==> src/rtl/smm_pkg.sv <==
// Shared constants, state encoding and bus-layout helper for the
// stream front/back end of the 4x4 Strassen multiplier.
package smm_pkg;

    localparam int DATAWIDTH = 32;
    localparam int DIM       = 4;
    localparam int N_ELEM    = DIM * DIM;
    localparam int BUSWIDTH  = DATAWIDTH * N_ELEM;
    localparam int CNT_W     = $clog2(N_ELEM);

    typedef enum logic [2:0] {
        IDLE    = 3'd0,
        LOAD_A  = 3'd1,
        LOAD_B  = 3'd2,
        FIRE    = 3'd3,
        WAIT    = 3'd4,
        CAPTURE = 3'd5,
        DRAIN   = 3'd6
    } state_e;

    // Bit offset of element 'index' on a flattened matrix bus; element 0 at the LSBs.
    function automatic int unsigned elem_slice(input int unsigned index);
        return index * DATAWIDTH;
    endfunction

endpackage

==> src/rtl/smm_mat_buffer.sv <==
// N_ELEM x DATAWIDTH matrix register file with an indexed write port,
// a whole-matrix parallel load port, a flat parallel read port and an
// indexed read port. Parallel load wins over an indexed write.
module smm_mat_buffer
    import smm_pkg::*;
(
    input  logic                 clk,
    input  logic                 rst,
    input  logic                 wr_en_i,
    input  logic [CNT_W-1:0]     wr_idx_i,
    input  logic [DATAWIDTH-1:0] wr_data_i,
    input  logic                 ld_en_i,
    input  logic [BUSWIDTH-1:0]  ld_data_i,
    output logic [BUSWIDTH-1:0]  flat_o,
    input  logic [CNT_W-1:0]     rd_idx_i,
    output logic [DATAWIDTH-1:0] rd_data_o
);

    logic [DATAWIDTH-1:0] mem_q [N_ELEM];
    logic [DATAWIDTH-1:0] mem_d [N_ELEM];

    // Next contents: full-matrix load, single-element write, or hold.
    always_comb begin
        for (int i = 0; i < N_ELEM; i++) begin
            mem_d[i] = mem_q[i];
        end
        if (ld_en_i) begin
            for (int i = 0; i < N_ELEM; i++) begin
                mem_d[i] = ld_data_i[elem_slice(i) +: DATAWIDTH];
            end
        end else if (wr_en_i) begin
            mem_d[wr_idx_i] = wr_data_i;
        end else begin
            mem_d[0] = mem_q[0];
        end
    end

    // Storage registers, cleared by reset.
    always_ff @(posedge clk or posedge rst) begin
        if (rst) begin
            for (int i = 0; i < N_ELEM; i++) begin
                mem_q[i] <= '0;
            end
        end else begin
            for (int i = 0; i < N_ELEM; i++) begin
                mem_q[i] <= mem_d[i];
            end
        end
    end

    // Flatten the register file onto the matrix bus layout.
    always_comb begin
        flat_o = '0;
        for (int i = 0; i < N_ELEM; i++) begin
            flat_o[elem_slice(i) +: DATAWIDTH] = mem_q[i];
        end
    end

    assign rd_data_o = mem_q[rd_idx_i];

endmodule

==> src/rtl/smm_stream_ctrl.sv <==
// Stream front/back end for the 4x4 Strassen multiplier: collects A then
// B from an input stream, fires the multiplier, waits its fixed latency,
// captures C and streams the 16 result elements out row-major.
module smm_stream_ctrl
    import smm_pkg::*;
#(
    parameter int MM_LATENCY = 4
) (
    input  logic                 clk,
    input  logic                 rst,
    input  logic                 in_valid,
    output logic                 in_ready,
    input  logic [DATAWIDTH-1:0] in_data,
    input  logic                 sel_mode,
    output logic [BUSWIDTH-1:0]  mm_A,
    output logic [BUSWIDTH-1:0]  mm_B,
    output logic                 mm_load,
    output logic                 mm_sel,
    input  logic [BUSWIDTH-1:0]  mm_C,
    output logic                 out_valid,
    input  logic                 out_ready,
    output logic [DATAWIDTH-1:0] out_data,
    output logic                 out_last,
    output logic                 busy
);

    localparam int WAIT_W = $clog2(MM_LATENCY + 1);
    localparam logic [CNT_W-1:0]  LAST_IDX  = CNT_W'(N_ELEM - 1);
    localparam logic [WAIT_W-1:0] LAST_WAIT = WAIT_W'(MM_LATENCY - 1);

    state_e              state_q, state_d;
    logic [CNT_W-1:0]    elem_cnt_q, elem_cnt_d;
    logic [CNT_W-1:0]    out_cnt_q, out_cnt_d;
    logic [WAIT_W-1:0]   wait_cnt_q, wait_cnt_d;
    logic                mm_sel_q, mm_sel_d;

    logic                a_wr_s, b_wr_s, res_ld_s;
    logic                in_ready_s, out_valid_s, in_hs_s, out_hs_s;
    logic [DATAWIDTH-1:0] res_rd_s;
    logic [DATAWIDTH-1:0] a_rd_unused_s, b_rd_unused_s;
    logic [BUSWIDTH-1:0]  res_flat_unused_s;

    // Output decode from the registered state.
    always_comb begin
        in_ready_s  = (state_q == LOAD_A) || (state_q == LOAD_B);
        out_valid_s = (state_q == DRAIN);
        busy        = !((state_q == IDLE) || (state_q == LOAD_A) || (state_q == LOAD_B));
        mm_load     = (state_q == FIRE);
        out_last    = (state_q == DRAIN) && (out_cnt_q == LAST_IDX);
        if (state_q == DRAIN) begin
            out_data = res_rd_s;
        end else begin
            out_data = '0;
        end
    end

    assign in_hs_s   = in_valid && in_ready_s;
    assign out_hs_s  = out_valid_s && out_ready;
    assign in_ready  = in_ready_s;
    assign out_valid = out_valid_s;
    assign mm_sel    = mm_sel_q;

    // Next-state, counter and buffer-strobe logic of the transaction sequencer.
    always_comb begin
        state_d    = state_q;
        elem_cnt_d = elem_cnt_q;
        out_cnt_d  = out_cnt_q;
        wait_cnt_d = wait_cnt_q;
        mm_sel_d   = mm_sel_q;
        a_wr_s     = 1'b0;
        b_wr_s     = 1'b0;
        res_ld_s   = 1'b0;
        case (state_q)
            IDLE: begin
                state_d = LOAD_A;
            end
            LOAD_A, LOAD_B: begin
                if (in_hs_s) begin
                    a_wr_s = (state_q == LOAD_A);
                    b_wr_s = (state_q == LOAD_B);
                    if (elem_cnt_q == LAST_IDX) begin
                        elem_cnt_d = '0;
                        state_d    = (state_q == LOAD_A) ? LOAD_B : FIRE;
                    end else begin
                        elem_cnt_d = elem_cnt_q + CNT_W'(1);
                    end
                end else begin
                    elem_cnt_d = elem_cnt_q;
                end
            end
            FIRE: begin
                mm_sel_d   = sel_mode;
                wait_cnt_d = '0;
                state_d    = WAIT;
            end
            WAIT: begin
                // Terminal count reached after MM_LATENCY cycles in WAIT.
                if (wait_cnt_q == LAST_WAIT) begin
                    state_d = CAPTURE;
                end else begin
                    wait_cnt_d = wait_cnt_q + WAIT_W'(1);
                end
            end
            CAPTURE: begin
                res_ld_s  = 1'b1;
                out_cnt_d = '0;
                state_d   = DRAIN;
            end
            DRAIN: begin
                if (out_hs_s) begin
                    if (out_cnt_q == LAST_IDX) begin
                        out_cnt_d = '0;
                        state_d   = LOAD_A;
                    end else begin
                        out_cnt_d = out_cnt_q + CNT_W'(1);
                    end
                end else begin
                    out_cnt_d = out_cnt_q;
                end
            end
            default: begin
                state_d = IDLE;
            end
        endcase
    end

    // Sequencer state and counter registers.
    always_ff @(posedge clk or posedge rst) begin
        if (rst) begin
            state_q    <= IDLE;
            elem_cnt_q <= '0;
            out_cnt_q  <= '0;
            wait_cnt_q <= '0;
            mm_sel_q   <= 1'b0;
        end else begin
            state_q    <= state_d;
            elem_cnt_q <= elem_cnt_d;
            out_cnt_q  <= out_cnt_d;
            wait_cnt_q <= wait_cnt_d;
            mm_sel_q   <= mm_sel_d;
        end
    end

    smm_mat_buffer u_buf_a (
        .clk       (clk),
        .rst       (rst),
        .wr_en_i   (a_wr_s),
        .wr_idx_i  (elem_cnt_q),
        .wr_data_i (in_data),
        .ld_en_i   (1'b0),
        .ld_data_i ({BUSWIDTH{1'b0}}),
        .flat_o    (mm_A),
        .rd_idx_i  (out_cnt_q),
        .rd_data_o (a_rd_unused_s)
    );

    smm_mat_buffer u_buf_b (
        .clk       (clk),
        .rst       (rst),
        .wr_en_i   (b_wr_s),
        .wr_idx_i  (elem_cnt_q),
        .wr_data_i (in_data),
        .ld_en_i   (1'b0),
        .ld_data_i ({BUSWIDTH{1'b0}}),
        .flat_o    (mm_B),
        .rd_idx_i  (out_cnt_q),
        .rd_data_o (b_rd_unused_s)
    );

    smm_mat_buffer u_buf_res (
        .clk       (clk),
        .rst       (rst),
        .wr_en_i   (1'b0),
        .wr_idx_i  ({CNT_W{1'b0}}),
        .wr_data_i ({DATAWIDTH{1'b0}}),
        .ld_en_i   (res_ld_s),
        .ld_data_i (mm_C),
        .flat_o    (res_flat_unused_s),
        .rd_idx_i  (out_cnt_q),
        .rd_data_o (res_rd_s)
    );

endmodule

==> config.mk <==
export PLATFORM = sky130hd
export DESIGN_NAME = smm_stream_ctrl
export DESIGN_NICKNAME = d
export VERILOG_FILES = /design/src/rtl/smm_pkg.sv /design/src/rtl/smm_mat_buffer.sv /design/src/rtl/smm_stream_ctrl.sv
export SDC_FILE = /design/constraint.sdc
export NUM_CORES = 2
export LEC_CHECK = 0
export ABC_CLOCK_PERIOD_IN_PS = 83600
export CORE_AREA = 2 2 631 633
export CTS_CLUSTER_DIAMETER = 150
export DETAILED_ROUTE_END_ITERATION = 10
export DIE_AREA = 0 0 633 635
export HOLD_SLACK_MARGIN = 0.02
export PLACE_DENSITY = 0.31
export SLEW_MARGIN = 10
export SYNTH_ARGS = -nofsm -noshare
export SYNTH_HDL_FRONTEND = slang
export SYNTH_SLANG_ARGS = --single-unit
==> constraint.sdc <==
create_clock -name clk -period 83.6 [get_ports clk]
set_input_delay 25.08 -clock clk [delete_from_list [all_inputs] [get_ports clk]]
set_output_delay 25.08 -clock clk [all_outputs]
set_load 0.02 [all_outputs]
# [Yosys cells after proc, flatten, opt, wreduce, memory -nomap -nowiden]
# Index checks and enable logic that the tools add are counted.
[classes] muxes=26 n_div=0 magnitude_cmp=3 add_sub_neg=3 eq_ne=15 n_reduce_logical=16 shifts=0 n_mul=0 n_bitwise=2
[ops] operator="$bwmux 512" n=2
[ops] operator="$bmux 32 s4" n=1
[ops] operator="$demux 32 s4" n=1
[ops] operator="$mux 32" n=4
[ops] operator="$mux 3" n=6
[ops] operator="$pmux 3 s6" n=1
[ops] operator="$mux 4" n=3
[ops] operator="$ge 5x5->1 const B" n=2
[ops] operator="$not 4->5" n=2
[ops] operator="$eq 3x2->1 const B" n=3
[ops] operator="$eq 3x3->1 const B" n=3
[ops] operator="$add 4x1->4 const B" n=2
[ops] operator="$eq 4x4->1 const B" n=2
[ops] operator="$ne 2x2->1 const B" n=4
[ops] operator="$pmux 4 s2" n=1
[ops] operator="$mux 1" n=6
[ops] operator="$pmux 3 s2" n=1
[ops] operator="$reduce_and 2->1" n=3
[ops] operator="$lt 5x1->1 const B" n=1
[ops] operator="$reduce_and 5->1" n=1
[ops] operator="$logic_and 1x1->1" n=4
[ops] operator="$ne 2x1->1 const B" n=2
[ops] operator="$reduce_bool 2->1" n=2
[ops] operator="$add 3x1->3 const B" n=1
[ops] operator="other kinds (5)" n=7
[word_totals] romBits=0 latchBits=0 register_bits=1551 output_inout_bits=1062 memories=0 inputBits=549 ram_bits=0

# [Logic depth before layout (Yosys ltp)]
[logic_depth] depth_word=6 mapped_depth=7 mapped_depth_nobuf=5

# [Cells and area by module]
# A second synthesis with hierarchy kept.
[unflattened] cells_unflattened=9883 area_unflattened_um2=86739.4
[modules_own_cells] mod="smm_mat_buffer" cells_each=3250 seq_area_each_um2=12812.3 n_inst=3 area_per_inst_um2=28537.4
[modules_own_cells] mod="smm_stream_ctrl" cells_each=133 seq_area_each_um2=375.4 n_inst=1 area_per_inst_um2=1127.3

# [Worst setup path before layout]
# OpenSTA, ideal clock, no wires.
[synth_path] path_kind="flip-flop to output port" startpoint="register out_cnt_q[0]" endpoint="output port out_data[10]" path_buffers=3 t_required_ns=58.520 path_stages_with_launch=7 arrival_time_ns=1.764 setup_slack_ns=56.756 path_cell_list="dfrtp_1 clkbuf_1 buf_4 buf_2 mux4_2 mux2i_1 o22ai_1"
[synth_between] elab_chain_cells=5
[synth_lines] item="start, declared" line_no="smm_stream_ctrl.sv:33" text="logic [CNT_W-1:0] out_cnt_q, out_cnt_d;"
[synth_lines] item="start signal, assigned" line_no="smm_stream_ctrl.sv:138" text="out_cnt_q <= out_cnt_d;"
[synth_lines] item="$not 4->5 (implied by the code)" line_no="smm_mat_buffer.sv:59" text="assign rd_data_o = mem_q[rd_idx_i];"
[synth_lines] item="$bmux 32 s4" line_no="smm_mat_buffer.sv:59"
[synth_lines] item="$mux 32 (implied by the code) (2 in a row)" line_no="smm_mat_buffer.sv:59"
[synth_lines] item="$mux 32" line_no="smm_stream_ctrl.sv:50" text="if (state_q == DRAIN) begin"
[synth_lines] item="end, declared" line_no="smm_stream_ctrl.sv:22" text="output logic [DATAWIDTH-1:0] out_data,"
# Every way passes these cells. The select of a mux whose other input is x is not followed.

# [Worst setup path after layout]
[layout_path] startpoint="register out_cnt_q[0]" endpoint="output port out_data[1]"
# Same word-level chain as after synthesis.

==> results by stage <==
Outcome:
- The flow ran to the end, and the final reports show no timing, DRC or antenna violations.

Floorplanning:
- The floorplan step defined a die boundary enclosing 402000 um^2.
- The overall die height is 635 um.
- In this run the count of I/O pins placed on the die edge is around 1600.
- The total core area is roughly 400000 um^2.
- The initial utilization of the core area, before any placement, comes to 0.159.
- In this run the core area contains 231 standard-cell rows.
- The width of the die is 633 um.

Clocking:
- The count of clock tree sinks is between 1500 and 2000.
- The worst-skew pair later-pin latency is 0.90 ns.
- The number of levels in the clock H-tree is 4.
- After clock tree synthesis, the clock-pin slew on the worst setup and hold paths is approximately 0.050 ns.
- The cell sitting at the root of the clock tree is a sky130_fd_sc_hd__clkbuf_16.
- After clock tree synthesis, the setup repair step added 0 buffers.
- The number of gates resized after cts is 0.
- The clock tree from TritonCTS is yes.
- The total of hold buffers inserted after clock tree synthesis is 0.
- The buffer levels on the longest clock path is 4.
- The TritonCTS buffer count is 203.

Synthesis:
- The synthesized instance count is 3738.
- When the netlist entered floorplanning its net count stood at 4294.
- During synthesis, Yosys emitted a total of 0 warnings.
- The share of synthesized area in the top cell type comes to 0.618.
- The netlist area before placement is 62800 um^2.
- The fraction of registers with async set or reset after synthesis is 1.00.
- The number of synthesized flops with an enable pin is 0.
- The most used flip-flop cell after synthesis is sky130_fd_sc_hd__dfrtp_1.
- The biggest area contributor in the post-synthesis netlist is sky130_fd_sc_hd__dfrtp_1.
- After synthesis the netlist holds a flip-flop and latch count of around 1600.
- The number of distinct library cell variants in the gate-level netlist after synthesis is 38.
- Sorting the synthesized cells by area gives the leading types as sky130_fd_sc_hd__dfrtp_1 62%, sky130_fd_sc_hd__mux2_2 26%, sky130_fd_sc_hd__mux4_2 4.6%.
- The post-synthesis average cell area is 16.8 um^2.
- The share of the Yosys chip area taken by registers is 0.618.

Pwr:
- The analysis attributes to cell leakage a power of 38.3 nW.
- The relative contribution of combinational cells to total power is 0.340.
- The net switching share of the total power is 0.341.
- The fraction of power consumed by sequential logic is 0.368.
- The cell area power density is 34.0 nW/um^2.
- The worst-case IR drop observed on VDD is 0.0212 mV.
- Internal power comes to between 2 and 2.5 mW.
- The clock network power share is 0.291.
- The total power consumption of the routed design is slightly above 3 mW.
- The reported net switching power is around 1.1 mW.

Finish:
- The layout filler cell count is 41600.
- The net count of the finished layout is 5905.
- The share of cells above drive strength 1 is 0.377.
- The total non-filler cell area in the finished layout is 91200 um^2.
- The finished layout holds 10800 standard cells, fillers aside.
- The top cell types in the final layout, fill and taps aside, are 1592 x sky130_fd_sc_hd__clkdlybuf4s50_1, 1548 x sky130_fd_sc_hd__dfrtp_1, 1470 x sky130_fd_sc_hd__mux2_2, 205 x sky130_fd_sc_hd__clkbuf_16, 128 x sky130_fd_sc_hd__mux4_2.
- At the end of the flow the core is filled with cells to 0.231.
- The area added between synthesis and finish is 45.3%.
- The most frequent standard cell in the layout excluding fill and tap cells is sky130_fd_sc_hd__clkdlybuf4s50_1.

Setup path:
- The setup check on the worst reg-to-reg path leaves a slack of a little under 80 ns.
- The family of cells with the greatest summed delay on the critical path is buffers and inverters.
- The critical path goes through buf_12 -> buf_4 -> mux4_2 -> mux2i_1 -> o22ai_1 -> clkdlybuf4s50_1.
- The reg-to-reg endpoint is u_buf_res.flat_o[223].
- The worst setup path is captured at an output port.
- The worst reg2reg path startpoint is state_q[2].
- At the worst endpoint, the arrival time is 5.18 ns.
- Among all stages on the critical path, the largest delay is contributed by sky130_fd_sc_hd__dfrtp_4.
- The critical path data required time is around 59 ns.
- Of all nets on the critical path, the largest fanout is between 70 and 80.
- The number of buffers and inverters on the critical path is 3.
- The count of cells along the worst register-to-register path is 5.
- The sort of element at the start of the critical path is a flop.
- The critical setup path kind is reg -> out.
- The highest cell delay on the worst timing path is 0.75 ns.

STA:
- Hold is met by slightly below 0.5 ns.
- The clock period could shrink to 30.26 ns.
- The final clock skew is 0.0868 ns.
- The count of endpoints failing hold in the final timing report is 0.
- The slew at the pin closest to its max-slew limit is approximately 1.2 ns.
- The final count of pins violating max slew came to 0.
- Setup repair after global routing left no endpoint under its margin.
- The final clock period utilization by the worst path is 0.362.
- The total setup violations reported at the end of the flow is 0.
- The timing-limited maximum frequency is 0.0330 GHz.
- The relative slew slack is 0.209.
- The final setup slack of the worst path is 53.34 ns.
- Summed over all failing endpoints, the final setup total negative slack is 0 ns.

Global routing:
- The total global routing overflow is 0.
- The first-pass GRT wire length is 457000 um.
- The initial antenna violation count is 214.
- Entering global routing, the biggest net connects 155 pins.
- The via count of the first global-routing pass came to 43000.
- In the global route stage, overall resource usage came out at 0.170.

Detailed routing:
- The antenna violation net count after detailed routing is 0.
- The average detailed-routed wire length per instance is 32.4 um.
- The detailed router's first-iteration violation count is 1725.
- The number of search-and-repair iterations in the first detailed-routing pass is 5.
- For this block, the routed nets add up to about 350000 um of wire.
- The routed layout has 40600 vias.
- The number of remaining DRC errors is 0.
- Dividing the detail-routed via count by the number of cells gives between 3 and 4.

Hold path:
- Counting instances, the worst hold path has a depth of 1.
- The worst hold path terminates at u_buf_b.flat_o[190].
- The worst hold path startpoint is u_buf_b.flat_o[190].
- The path class of the tightest hold or removal check is reg -> reg.

Job:
- The reported max-cap violation count is 0.

Placement:
- Timing analysis after detailed placement gives a worst setup slack of 53.93 ns.
- The count of input and output buffers is 1610.
- The placed cell count is 10400.
- The wire-length estimate of the detail-placed layout is 263000 um.
- The placer congestion estimate is 0.787.
- Once placement finished, the instance area stood at approximately 84000 um^2.
[final cells by class]
| cell class | instances | area, um^2 | area share |
|---|---|---|---|
| tap | 5242 | 6560 | 0.0719 |
| multi-input combinational | 1878 | 22100 | 0.242 |
| clock inverter | 57 | 723 | 0.00793 |
| clock buffer | 314 | 6080 | 0.0667 |
| sequential | 1551 | 38800 | 0.426 |
| timing repair buffer | 1708 | 16900 | 0.185 |
| inverter | 7 | 33.8 | 0.000370 |
| antenna | 28 | 70.1 | 0.000768 |
[power by group through the flow]
stage / Clock, mW / Combinational [mW] / Sequential, mW
2_1_floorplan: 0 / 0.479 / 1.23
3_3_place_gp: 0 / 1.07 / 1.16
3_5_place_dp: 0 / 1.08 / 1.16
4_1_cts: 0.939 / 1.08 / 1.15
5_1_grt: 0.966 / 1.11 / 1.17
6_report: 0.903 / 1.05 / 1.14
[kinds of logic after synthesis]
| family | Yosys count | share of synthesized area |
|---|---|---|
| adders and majority gates | 7 | 0.00140 |
| and+or+nand+nor | 87 | 0.0119 |
| muxes | 1731 | 0.332 |
| xor gates and xnor gates | 1 | 0.000140 |
| AOI/OAI and AO/OA | 52 | 0.00538 |
| buffers and inverters | 309 | 0.0305 |
| DFF | 1551 | 0.618 |
[sequential cells by signal (all words and copies together) (netlist names)]
| signal | cells |
|---|---|
| out_cnt_q | 4 |
| state_q | 3 |
| u_buf_b.flat_o | 512 |
| mm_sel | 1 |
| u_buf_a.flat_o | 512 |
| u_buf_res.flat_o | 512 |
| elem_cnt_q | 4 |
| wait_cnt_q | 3 |
[synth_stat cells, types with 2 or more instances]
library cell and n:
sky130_fd_sc_hd__a221oi_1 3, sky130_fd_sc_hd__nor2_4 30, sky130_fd_sc_hd__nand2b_1 5, sky130_fd_sc_hd__buf_6 34
sky130_fd_sc_hd__nor3_2 2, sky130_fd_sc_hd__nor2b_4 2, sky130_fd_sc_hd__clkbuf_1 108, sky130_fd_sc_hd__nor3_1 4
sky130_fd_sc_hd__o21ai_0 5, sky130_fd_sc_hd__mux2_1 68, sky130_fd_sc_hd__mux4_2 128, sky130_fd_sc_hd__mux2i_1 65
sky130_fd_sc_hd__nand3_4 8, sky130_fd_sc_hd__dfrtp_1 1551, sky130_fd_sc_hd__nor2_1 4, sky130_fd_sc_hd__a21o_1 2
sky130_fd_sc_hd__mux2_2 1470, sky130_fd_sc_hd__a21oi_1 2, sky130_fd_sc_hd__and3b_1 2, sky130_fd_sc_hd__nand3_1 8
sky130_fd_sc_hd__inv_1 7, sky130_fd_sc_hd__nand2_1 17, sky130_fd_sc_hd__buf_2 38, sky130_fd_sc_hd__ha_1 7
sky130_fd_sc_hd__buf_4 121, sky130_fd_sc_hd__o22ai_1 33, sky130_fd_sc_hd__a22o_1 3
[routing by layer]
| layer | vias up | GRT usage | share of wire |
|---|---|---|---|
| li1 | 16700 | - | - |
| met1 | 21800 | 0.182 | 0.36 |
| met2 | 1333 | 0.322 | 0.53 |
| met3 | 638 | 0.0478 | 0.067 |
| met4 | 126 | 0.0492 | 0.035 |
| met5 | - | 0 | 0.0023 |
[worst max path at each step]
stage                       from                  end  slack [ns]  cells past startpoint
detailed placement           rst  u_buf_b.flat_o[250]       53.93                      6
floorplan                    rst        elem_cnt_q[0]       14.76                      1
global route        out_cnt_q[0]          out_data[1]       53.03                      6
global placement             rst  u_buf_a.flat_o[155]       53.99                      6
finish              out_cnt_q[0]          out_data[1]       53.34                      6
CTS                 out_cnt_q[0]          out_data[1]       53.18                      6
Power figures use the tool's default switching activity.
